--- config.mk ---
export PLATFORM = sky130hd
export DESIGN_NAME = aes_gcm_stream_src
export DESIGN_NICKNAME = d
export VERILOG_FILES = /design/src/rtl/aes_gcm_pkg.sv /design/src/rtl/aes_gcm_src_obuf.sv /design/src/rtl/aes_gcm_stream_src.sv
export SDC_FILE = /design/constraint.sdc
export NUM_CORES = 1
export LEC_CHECK = 0
export BUFFER_PORTS_ARGS = -buffer_cell sky130_fd_sc_hd__buf_2
export CAP_MARGIN = 20
export CORE_AREA = 10 10 206 208
export DETAILED_ROUTE_END_ITERATION = 7
export DIE_AREA = 0 0 216 218
export GPL_TIMING_DRIVEN = 0
export PLACE_DENSITY = 0.82
export SLEW_MARGIN = 10
export SYNTH_ARGS = -nofsm -noshare
export SYNTH_HDL_FRONTEND = slang
export SYNTH_SLANG_ARGS = --single-unit
--- constraint.sdc ---
create_clock -name clk -period 4.54 [get_ports clk]
set_input_delay 0.454 -clock clk [delete_from_list [all_inputs] [get_ports clk]]
set_output_delay 0.454 -clock clk [all_outputs]
set_load 0.02 [all_outputs]
--- src/rtl/aes_gcm_pkg.sv ---
// Shared types and helpers for the AES-GCM host stream source.
// Holds the FSM encoding, block geometry, the keep-mask helper and the length-to-blocks helper.
package aes_gcm_pkg;

    typedef enum logic [1:0] {
        ST_IDLE  = 2'd0,
        ST_AAD   = 2'd1,
        ST_PLD   = 2'd2,
        ST_FLUSH = 2'd3
    } state_e;

    localparam int BLK_BYTES = 16;
    localparam logic [BLK_BYTES-1:0] KEEP_FULL = '1;

    // Residual byte count of the final block -> byte-valid mask, byte 0 in the MSB.
    function automatic logic [BLK_BYTES-1:0] keep_from_resid(input logic [3:0] resid);
        logic [BLK_BYTES-1:0] k;
        if (resid == 4'd0) begin
            k = KEEP_FULL;
        end else begin
            k = KEEP_FULL << (5'(BLK_BYTES) - {1'b0, resid});
        end
        return k;
    endfunction

    // Bit length -> number of 128-bit blocks, computed 65 bits wide so the round-up cannot wrap.
    function automatic logic [57:0] len_to_blocks(input logic [63:0] len_bits);
        logic [64:0] sum;
        sum = {1'b0, len_bits} + 65'd127;
        return sum[64:7];
    endfunction

endpackage

--- src/rtl/aes_gcm_src_obuf.sv ---
// Single-entry valid/ready output register that steers one beat to either the AAD or payload port.
// With AES_GCM_SRC_MASK_EN defined, bytes whose keep bit is clear are zeroed as the beat is loaded.
module aes_gcm_src_obuf
    import aes_gcm_pkg::*;
(
    input  logic                   clk,
    input  logic                   rst_n,
    input  logic                   clr,
    input  logic                   in_valid,
    output logic                   in_ready,
    input  logic [127:0]           in_data,
    input  logic [BLK_BYTES-1:0]   in_keep,
    input  logic                   in_last,
    input  logic                   in_sel_aad,
    input  logic                   aad_ready,
    input  logic                   din_ready,
    output logic                   aad_valid,
    output logic                   din_valid,
    output logic [127:0]           out_data,
    output logic [BLK_BYTES-1:0]   out_keep,
    output logic                   out_last,
    output logic                   out_sel_aad,
    output logic                   drained
);

    logic                 valid_q, valid_d;
    logic [127:0]         data_q, data_d;
    logic [BLK_BYTES-1:0] keep_q, keep_d;
    logic                 last_q, last_d;
    logic                 sel_q, sel_d;
    logic                 tgt_ready;
    logic [127:0]         in_masked;

    always_comb begin
        in_masked = in_data;
`ifdef AES_GCM_SRC_MASK_EN
        for (int b = 0; b < BLK_BYTES; b++) begin
            if (!in_keep[b]) begin
                in_masked[b*8 +: 8] = 8'h00;
            end
        end
`endif
    end

    assign tgt_ready = sel_q ? aad_ready : din_ready;
    assign in_ready  = !valid_q || tgt_ready;
    assign drained   = !valid_q || tgt_ready;

    // Contents only change on a load, so a stalled beat stays stable while waiting for ready.
    always_comb begin
        valid_d = valid_q;
        data_d  = data_q;
        keep_d  = keep_q;
        last_d  = last_q;
        sel_d   = sel_q;
        if (clr) begin
            valid_d = 1'b0;
            data_d  = '0;
            keep_d  = '0;
            last_d  = 1'b0;
            sel_d   = 1'b0;
        end else if (in_valid && in_ready) begin
            valid_d = 1'b1;
            data_d  = in_masked;
            keep_d  = in_keep;
            last_d  = in_last;
            sel_d   = in_sel_aad;
        end else if (valid_q && tgt_ready) begin
            valid_d = 1'b0;
        end
    end

    always_ff @(posedge clk or negedge rst_n) begin
        if (!rst_n) begin
            valid_q <= 1'b0;
            data_q  <= '0;
            keep_q  <= '0;
            last_q  <= 1'b0;
            sel_q   <= 1'b0;
        end else begin
            valid_q <= valid_d;
            data_q  <= data_d;
            keep_q  <= keep_d;
            last_q  <= last_d;
            sel_q   <= sel_d;
        end
    end

    assign aad_valid   = valid_q && sel_q;
    assign din_valid   = valid_q && !sel_q;
    assign out_data    = data_q;
    assign out_keep    = keep_q;
    assign out_last    = last_q;
    assign out_sel_aad = sel_q;

endmodule

--- src/rtl/aes_gcm_stream_src.sv ---
// Splits one aligned upstream stream into the GCM engine's AAD and payload streams with last/keep.
// Optional build macro AES_GCM_SRC_MASK_EN zeroes padding bytes on aad_data/din_data.
module aes_gcm_stream_src
    import aes_gcm_pkg::*;
#(
    parameter int CNT_W = 32
) (
    input  logic         clk,
    input  logic         rst_n,
    input  logic         start,
    input  logic         abort,
    input  logic [63:0]  len_aad_bits,
    input  logic [63:0]  len_pld_bits,
    output logic         busy,
    output logic         done,
    output logic         len_err,
    input  logic         s_valid,
    output logic         s_ready,
    input  logic [127:0] s_data,
    output logic         aad_valid,
    input  logic         aad_ready,
    output logic         aad_last,
    output logic [127:0] aad_data,
    output logic [15:0]  aad_keep,
    output logic         din_valid,
    input  logic         din_ready,
    output logic         din_last,
    output logic [127:0] din_data,
    output logic [15:0]  din_keep
);

    localparam logic [CNT_W-1:0] ONE = CNT_W'(1);

    state_e               state_q, state_d;
    logic [CNT_W-1:0]     aad_n_q, aad_n_d, pld_n_q, pld_n_d;
    logic [BLK_BYTES-1:0] aad_klast_q, aad_klast_d, pld_klast_q, pld_klast_d;
    logic                 busy_q, busy_d, done_q, done_d, len_err_q, len_err_d;

    logic [57:0]          aad_nblk, pld_nblk;
    logic                 len_bad, phase_act, s_fire, beat_last;
    logic [BLK_BYTES-1:0] beat_keep;
    logic                 ob_in_ready, ob_drained, ob_last, ob_sel_aad;
    logic [127:0]         ob_data;
    logic [BLK_BYTES-1:0] ob_keep;

    assign aad_nblk = len_to_blocks(len_aad_bits);
    assign pld_nblk = len_to_blocks(len_pld_bits);
    assign len_bad  = (|len_aad_bits[2:0]) || (|len_pld_bits[2:0]) ||
                      (|(aad_nblk >> CNT_W)) || (|(pld_nblk >> CNT_W));

    assign phase_act = (state_q == ST_AAD) || (state_q == ST_PLD);
    assign s_ready   = phase_act && ob_in_ready;
    assign s_fire    = s_valid && s_ready;

    // A counter value of one marks the final block of the active phase.
    assign beat_last = (state_q == ST_AAD) ? (aad_n_q == ONE) : (pld_n_q == ONE);
    assign beat_keep = !beat_last ? KEEP_FULL :
                       (state_q == ST_AAD) ? aad_klast_q : pld_klast_q;

    aes_gcm_src_obuf u_obuf (
        .clk         (clk),
        .rst_n       (rst_n),
        .clr         (abort),
        .in_valid    (s_valid && phase_act),
        .in_ready    (ob_in_ready),
        .in_data     (s_data),
        .in_keep     (beat_keep),
        .in_last     (beat_last),
        .in_sel_aad  (state_q == ST_AAD),
        .aad_ready   (aad_ready),
        .din_ready   (din_ready),
        .aad_valid   (aad_valid),
        .din_valid   (din_valid),
        .out_data    (ob_data),
        .out_keep    (ob_keep),
        .out_last    (ob_last),
        .out_sel_aad (ob_sel_aad),
        .drained     (ob_drained)
    );

    always_comb begin
        state_d     = state_q;
        aad_n_d     = aad_n_q;
        pld_n_d     = pld_n_q;
        aad_klast_d = aad_klast_q;
        pld_klast_d = pld_klast_q;
        busy_d      = busy_q;
        done_d      = 1'b0;
        len_err_d   = 1'b0;
        if (abort) begin
            state_d     = ST_IDLE;
            aad_n_d     = '0;
            pld_n_d     = '0;
            aad_klast_d = '0;
            pld_klast_d = '0;
            busy_d      = 1'b0;
        end else begin
            unique case (state_q)
                ST_IDLE: begin
                    if (start) begin
                        if (len_bad) begin
                            len_err_d = 1'b1;
                        end else begin
                            busy_d      = 1'b1;
                            aad_n_d     = aad_nblk[CNT_W-1:0];
                            pld_n_d     = pld_nblk[CNT_W-1:0];
                            aad_klast_d = keep_from_resid(len_aad_bits[6:3]);
                            pld_klast_d = keep_from_resid(len_pld_bits[6:3]);
                            if (aad_nblk != '0) begin
                                state_d = ST_AAD;
                            end else if (pld_nblk != '0) begin
                                state_d = ST_PLD;
                            end else begin
                                state_d = ST_FLUSH;
                            end
                        end
                    end
                end
                ST_AAD: begin
                    if (s_fire) begin
                        aad_n_d = aad_n_q - ONE;
                        if (aad_n_q == ONE) begin
                            state_d = (pld_n_q != '0) ? ST_PLD : ST_FLUSH;
                        end
                    end
                end
                ST_PLD: begin
                    if (s_fire) begin
                        pld_n_d = pld_n_q - ONE;
                        if (pld_n_q == ONE) begin
                            state_d = ST_FLUSH;
                        end
                    end
                end
                ST_FLUSH: begin
                    // Finish as soon as the held beat leaves, so done lands one cycle after the accept.
                    if (ob_drained) begin
                        done_d  = 1'b1;
                        busy_d  = 1'b0;
                        state_d = ST_IDLE;
                    end
                end
                default: state_d = ST_IDLE;
            endcase
        end
    end

    always_ff @(posedge clk or negedge rst_n) begin
        if (!rst_n) begin
            state_q     <= ST_IDLE;
            aad_n_q     <= '0;
            pld_n_q     <= '0;
            aad_klast_q <= '0;
            pld_klast_q <= '0;
            busy_q      <= 1'b0;
            done_q      <= 1'b0;
            len_err_q   <= 1'b0;
        end else begin
            state_q     <= state_d;
            aad_n_q     <= aad_n_d;
            pld_n_q     <= pld_n_d;
            aad_klast_q <= aad_klast_d;
            pld_klast_q <= pld_klast_d;
            busy_q      <= busy_d;
            done_q      <= done_d;
            len_err_q   <= len_err_d;
        end
    end

    assign busy     = busy_q;
    assign done     = done_q;
    assign len_err  = len_err_q;
    assign aad_data = ob_data;
    assign din_data = ob_data;
    assign aad_keep = ob_keep;
    assign din_keep = ob_keep;
    assign aad_last = ob_last && ob_sel_aad;
    assign din_last = ob_last && !ob_sel_aad;

endmodule

==> summary.md <==
| Metric | Value |
|---|---|
| Net Switching | 4.69 mW |
| Clk root buf | clkbuf_16 |
| Setup TNS | 0 ns |
| Ys async rst share | 1.00 |
| Number of enable flip-flop cells after synthesis | 0 |
| Initial antenna violation count | 21 |
| Worst reg2reg endpoint | state_q[1] |
| Slew @ Worst Pin | 0.947 ns |
| Num CTS Buffers | 29 |
| RSZ-0062 raised after global routing | no |
| Rows | 72 |
| Multi-input gate area | ~0.009 mm² |
| Placed Area | approximately 0.020 mm² |
| DIE AREA | between 0.04 and 0.05 mm² |
| Critical Path End Type | flop |
| Hold Startpoint | s_data[31] |
| Seq/Total Area, Yosys | 0.368 |
| Die W | 216 µm |
| Vias per cell | 5.88 |
| Number of global-route vias before repair | 18,500 |
| Latest clock arrival within the worst-skew pair | 0.58 ns |
| Int Pwr | 5.93 mW |
| Worst Reg-to-Reg Cells | 8 |
| Final nets | 2,943 |
| FMAX | 239 MHz |
| Seq pwr share | 0.306 |
| Post-route ant nets | 0 |
| Hold endpoint | u_obuf.out_data[31] |
| Switch share | 0.442 |
| Slew Limit Fails | 0 |
| CP startpoint kind | primary input |
| Crit path cell chain | buf_2 > inv_1 > ha_1 > clkbuf_1 > a211oi_1 > a211oi_2 > nand2_1 > or4_1 > o31a_1 > nor4_1 > and4_1 > clkbuf_1 > a211o_1 > buf_6 > buf_6 > nand3_2 > o2bb2ai_1 |
| Placeable Area | around 0.038 mm² |
| DIE HEIGHT | ~220 µm |
| Setup slack, reg-to-reg | 0.97 ns |
| H-tree depth | 1 |
| Cell area after synthesis | 0.0168 mm² |
| Combinational power share | 0.461 |
| Maximum VDD drop | around 0.3 mV |
| Hold WS | 0.106 ns |
| Synth top area cells | dfrtp_1 37%, nand2_1 8.5%, buf_4 6.7% |
| Per-cell routed wire length | between 20 and 25 µm |
| Clock Sinks | 247 |
| Fin crit share | 0.922 |
| Maximum number of pins on one net before global-route repair | 92 |
| RD Place Congestion | ~1.0 |
| Yosys cell types | 77 |
| FILL cells | between 3,000 and 4,000 |
| Clock skew | 0.0282 ns |
| Iter 0 DRT Violations | 1,819 |
| Worst setup slack after layout | 0.354 ns |
| Final instance area | 0.0213 mm² |
| Drt total wl | 76,800 µm |
| Placement Setup Slack | -0.694 ns |
| Slew headroom | 0.360 |
| DR pass1 iterations | 6 |
| Final setup vio count | 0 |
| GR Util All Layers | 0.307 |
| Critical path arrival | ~4.7 ns |
| Worst Setup Path Type | in2reg |
| WP data required | about 5.0 ns |
| CTS tree | built |
| Final Hold Fails | 0 |
| Pwr dens | 497 mW/mm² |
| Clk pwr share | 0.232 |
| Gr ovfl total | 0 |
| Syn avg cell area | 8.07 µm² |
| Synth Flop Type | dfrtp_1 |
| Share of layout cells above drive strength 1 | 0.294 |
| Worst path max stage delay | 0.48 ns |
| Worst hold path class | in2reg |
| FF+latch count, synth | 247 |
| Max Cap Violations | 0 |
| Top Ports | roughly 560 |
| Synth Warn # | 0 |
| Count leader, synth | nand2_1 |
| Synthesized Nets | 2,362 |
| Status | complete, no violations |
| Clk buf depth | 3 |
| Fin crit period | approximately 4.2 ns |
| Port bufs | between 500 and 600 |
| DRC | 0 |
| Critical path fanouts, max | 10 |
| Post-detail-place hpwl | ~63,000 µm |
| Worst r2r src | aad_n_q[9] |
| Pwr Total | 10.6 mW |
| Hold depth | 3 |
| Syn Inst Count | about 2,100 |
| Worst-path clk slew | 0.06 ns |
| Vias | 18,900 |
| CP max stage cell | or4_1 |
| Synth top cells by count | 380 x nand2_1, 247 x dfrtp_1, 162 x a21oi_1 |
| Global-route wire length before repair | 113,000 µm |
| Initial core utilization | 0.439 |
| Area leader, netlist | dfrtp_1 |
| Leak pwr | 10.2 nW |
| Register area | 0.00618 mm² |
| Area Growth Syn to Fin | 26.9% |
| Synth top area share | 0.368 |
-- kinds of logic (layout without fill, tap and decap cells) --
group / after synthesis / in the layout / share of synthesized area
muxes: 24 / 24 / 0.0145
adders and majority gates: 16 / 16 / 0.0119
and+or+nand+nor: 907 / 907 / 0.263
xor gates and xnor gates: 93 / 93 / 0.0485
AOI/OAI and AO/OA: 487 / 487 / 0.189
buffers and inverters: 309 / 912 / 0.106
DFF: 247 / 247 / 0.368
other: 0 / 11 / 0
-- registers in the layout (all words and copies together), names as in the netlist, 2 cells and up --
signal           count
aad_klast_q         16
aad_n_q             32
pld_klast_q         15
pld_n_q             32
state_q              2
u_obuf.out_data    128
u_obuf.out_keep     16
-- per-layer routing --
layer / share of wire / wire length [µm] / GRT usage
met2: 0.50 / 38200 / 0.537
met1: 0.36 / 27500 / 0.346
met3: 0.093 / 7130 / 0.0752
met5: 0.00066 / 51 / 0
met4: 0.051 / 3930 / 0.145
-- through the flow --
step | util | instances
finish | 0.557 | 3215
global route | 0.557 | 3212
CTS | 0.555 | 3201
detailed placement | 0.529 | 3147
global placement | 0.527 | 3145
floorplan | - | 2083
-- timing repair --
item	4_1_cts	5_1_grt
pin swaps	0	1
hold buffers	1	0
buffers inserted	0	2
resized for setup	1	3
hold endpoints to repair	90	0
endpoints found under the setup margin	14	22
cloned	0	0
-- final cells by class --
| type | instances | area share |
|---|---|---|
| Multi-Input combinational cell | 1527 | 0.416 |
| Sequential cell | 247 | 0.290 |
| Buffer | 270 | 0.0765 |
| Tap cell | 518 | 0.0304 |
| Timing Repair Buffer | 550 | 0.133 |
| Clock inverter | 15 | 0.00991 |
| Antenna cell | 11 | 0.00129 |
| Clock buffer | 38 | 0.0370 |
| Inverter | 39 | 0.00686 |
-- cell usage in the layout (no fill, tap or decap), types with 11 or more instances in the layout --
master / n
ha_1: 16
clkbuf_1: 105
a21o_1: 13
or3_1: 23
a211oi_1: 24
nor4_1: 32
o31ai_1: 18
buf_4: 151
a21oi_1: 161
xnor2_1: 46
a31oi_1: 44
inv_1: 39
nand3_1: 111
o21ai_0: 79
a22o_1: 39
mux2i_1: 21
and4_1: 25
dfrtp_1: 247
or4_1: 18
buf_2: 550
xor2_1: 47
a32o_1: 19
nor2_1: 108
nor3_1: 56
nand2_1: 380
and2_1: 19
diode_2: 11
nand4_1: 57
or2_2: 12
and3_1: 28
clkbuf_16: 29
-- power by group through the flow --
stage / logic, mW / clock network [mW] / registers [mW]
after floorplan: 2.80 / 0 / 3.45
after global placement: 4.74 / 0 / 3.24
after detailed placement: 4.81 / 0 / 3.25
after CTS: 4.83 / 2.49 / 3.22
after global routing: 5.25 / 2.58 / 3.29
final: 4.90 / 2.47 / 3.25
-- how the worst max path moves through the flow --
stage | from | to | slack (ns) | cells past startpoint
after floorplan | len_pld_bits[12] | pld_n_q[18] | 0.60 | 14
after global placement | rst_n | u_obuf.out_data[71] | -1.36 | 1
after detailed placement | len_pld_bits[4] | aad_n_q[12] | -0.69 | 13
after CTS | len_pld_bits[8] | aad_n_q[12] | 0.08 | 12
after global routing | len_aad_bits[4] | pld_n_q[7] | 0.08 | 16
final | len_aad_bits[4] | aad_n_q[23] | 0.35 | 17
-- critical path: cells and delay by family --
family	cells	cell delay [ns]
and+or+nand+nor	5	1.48
buffers and inverters	6	1.26
AOI/OAI and AO/OA	5	1.28
adders and majority gates	1	0.16
No activity file was read; power rests on OpenSTA's default activity.
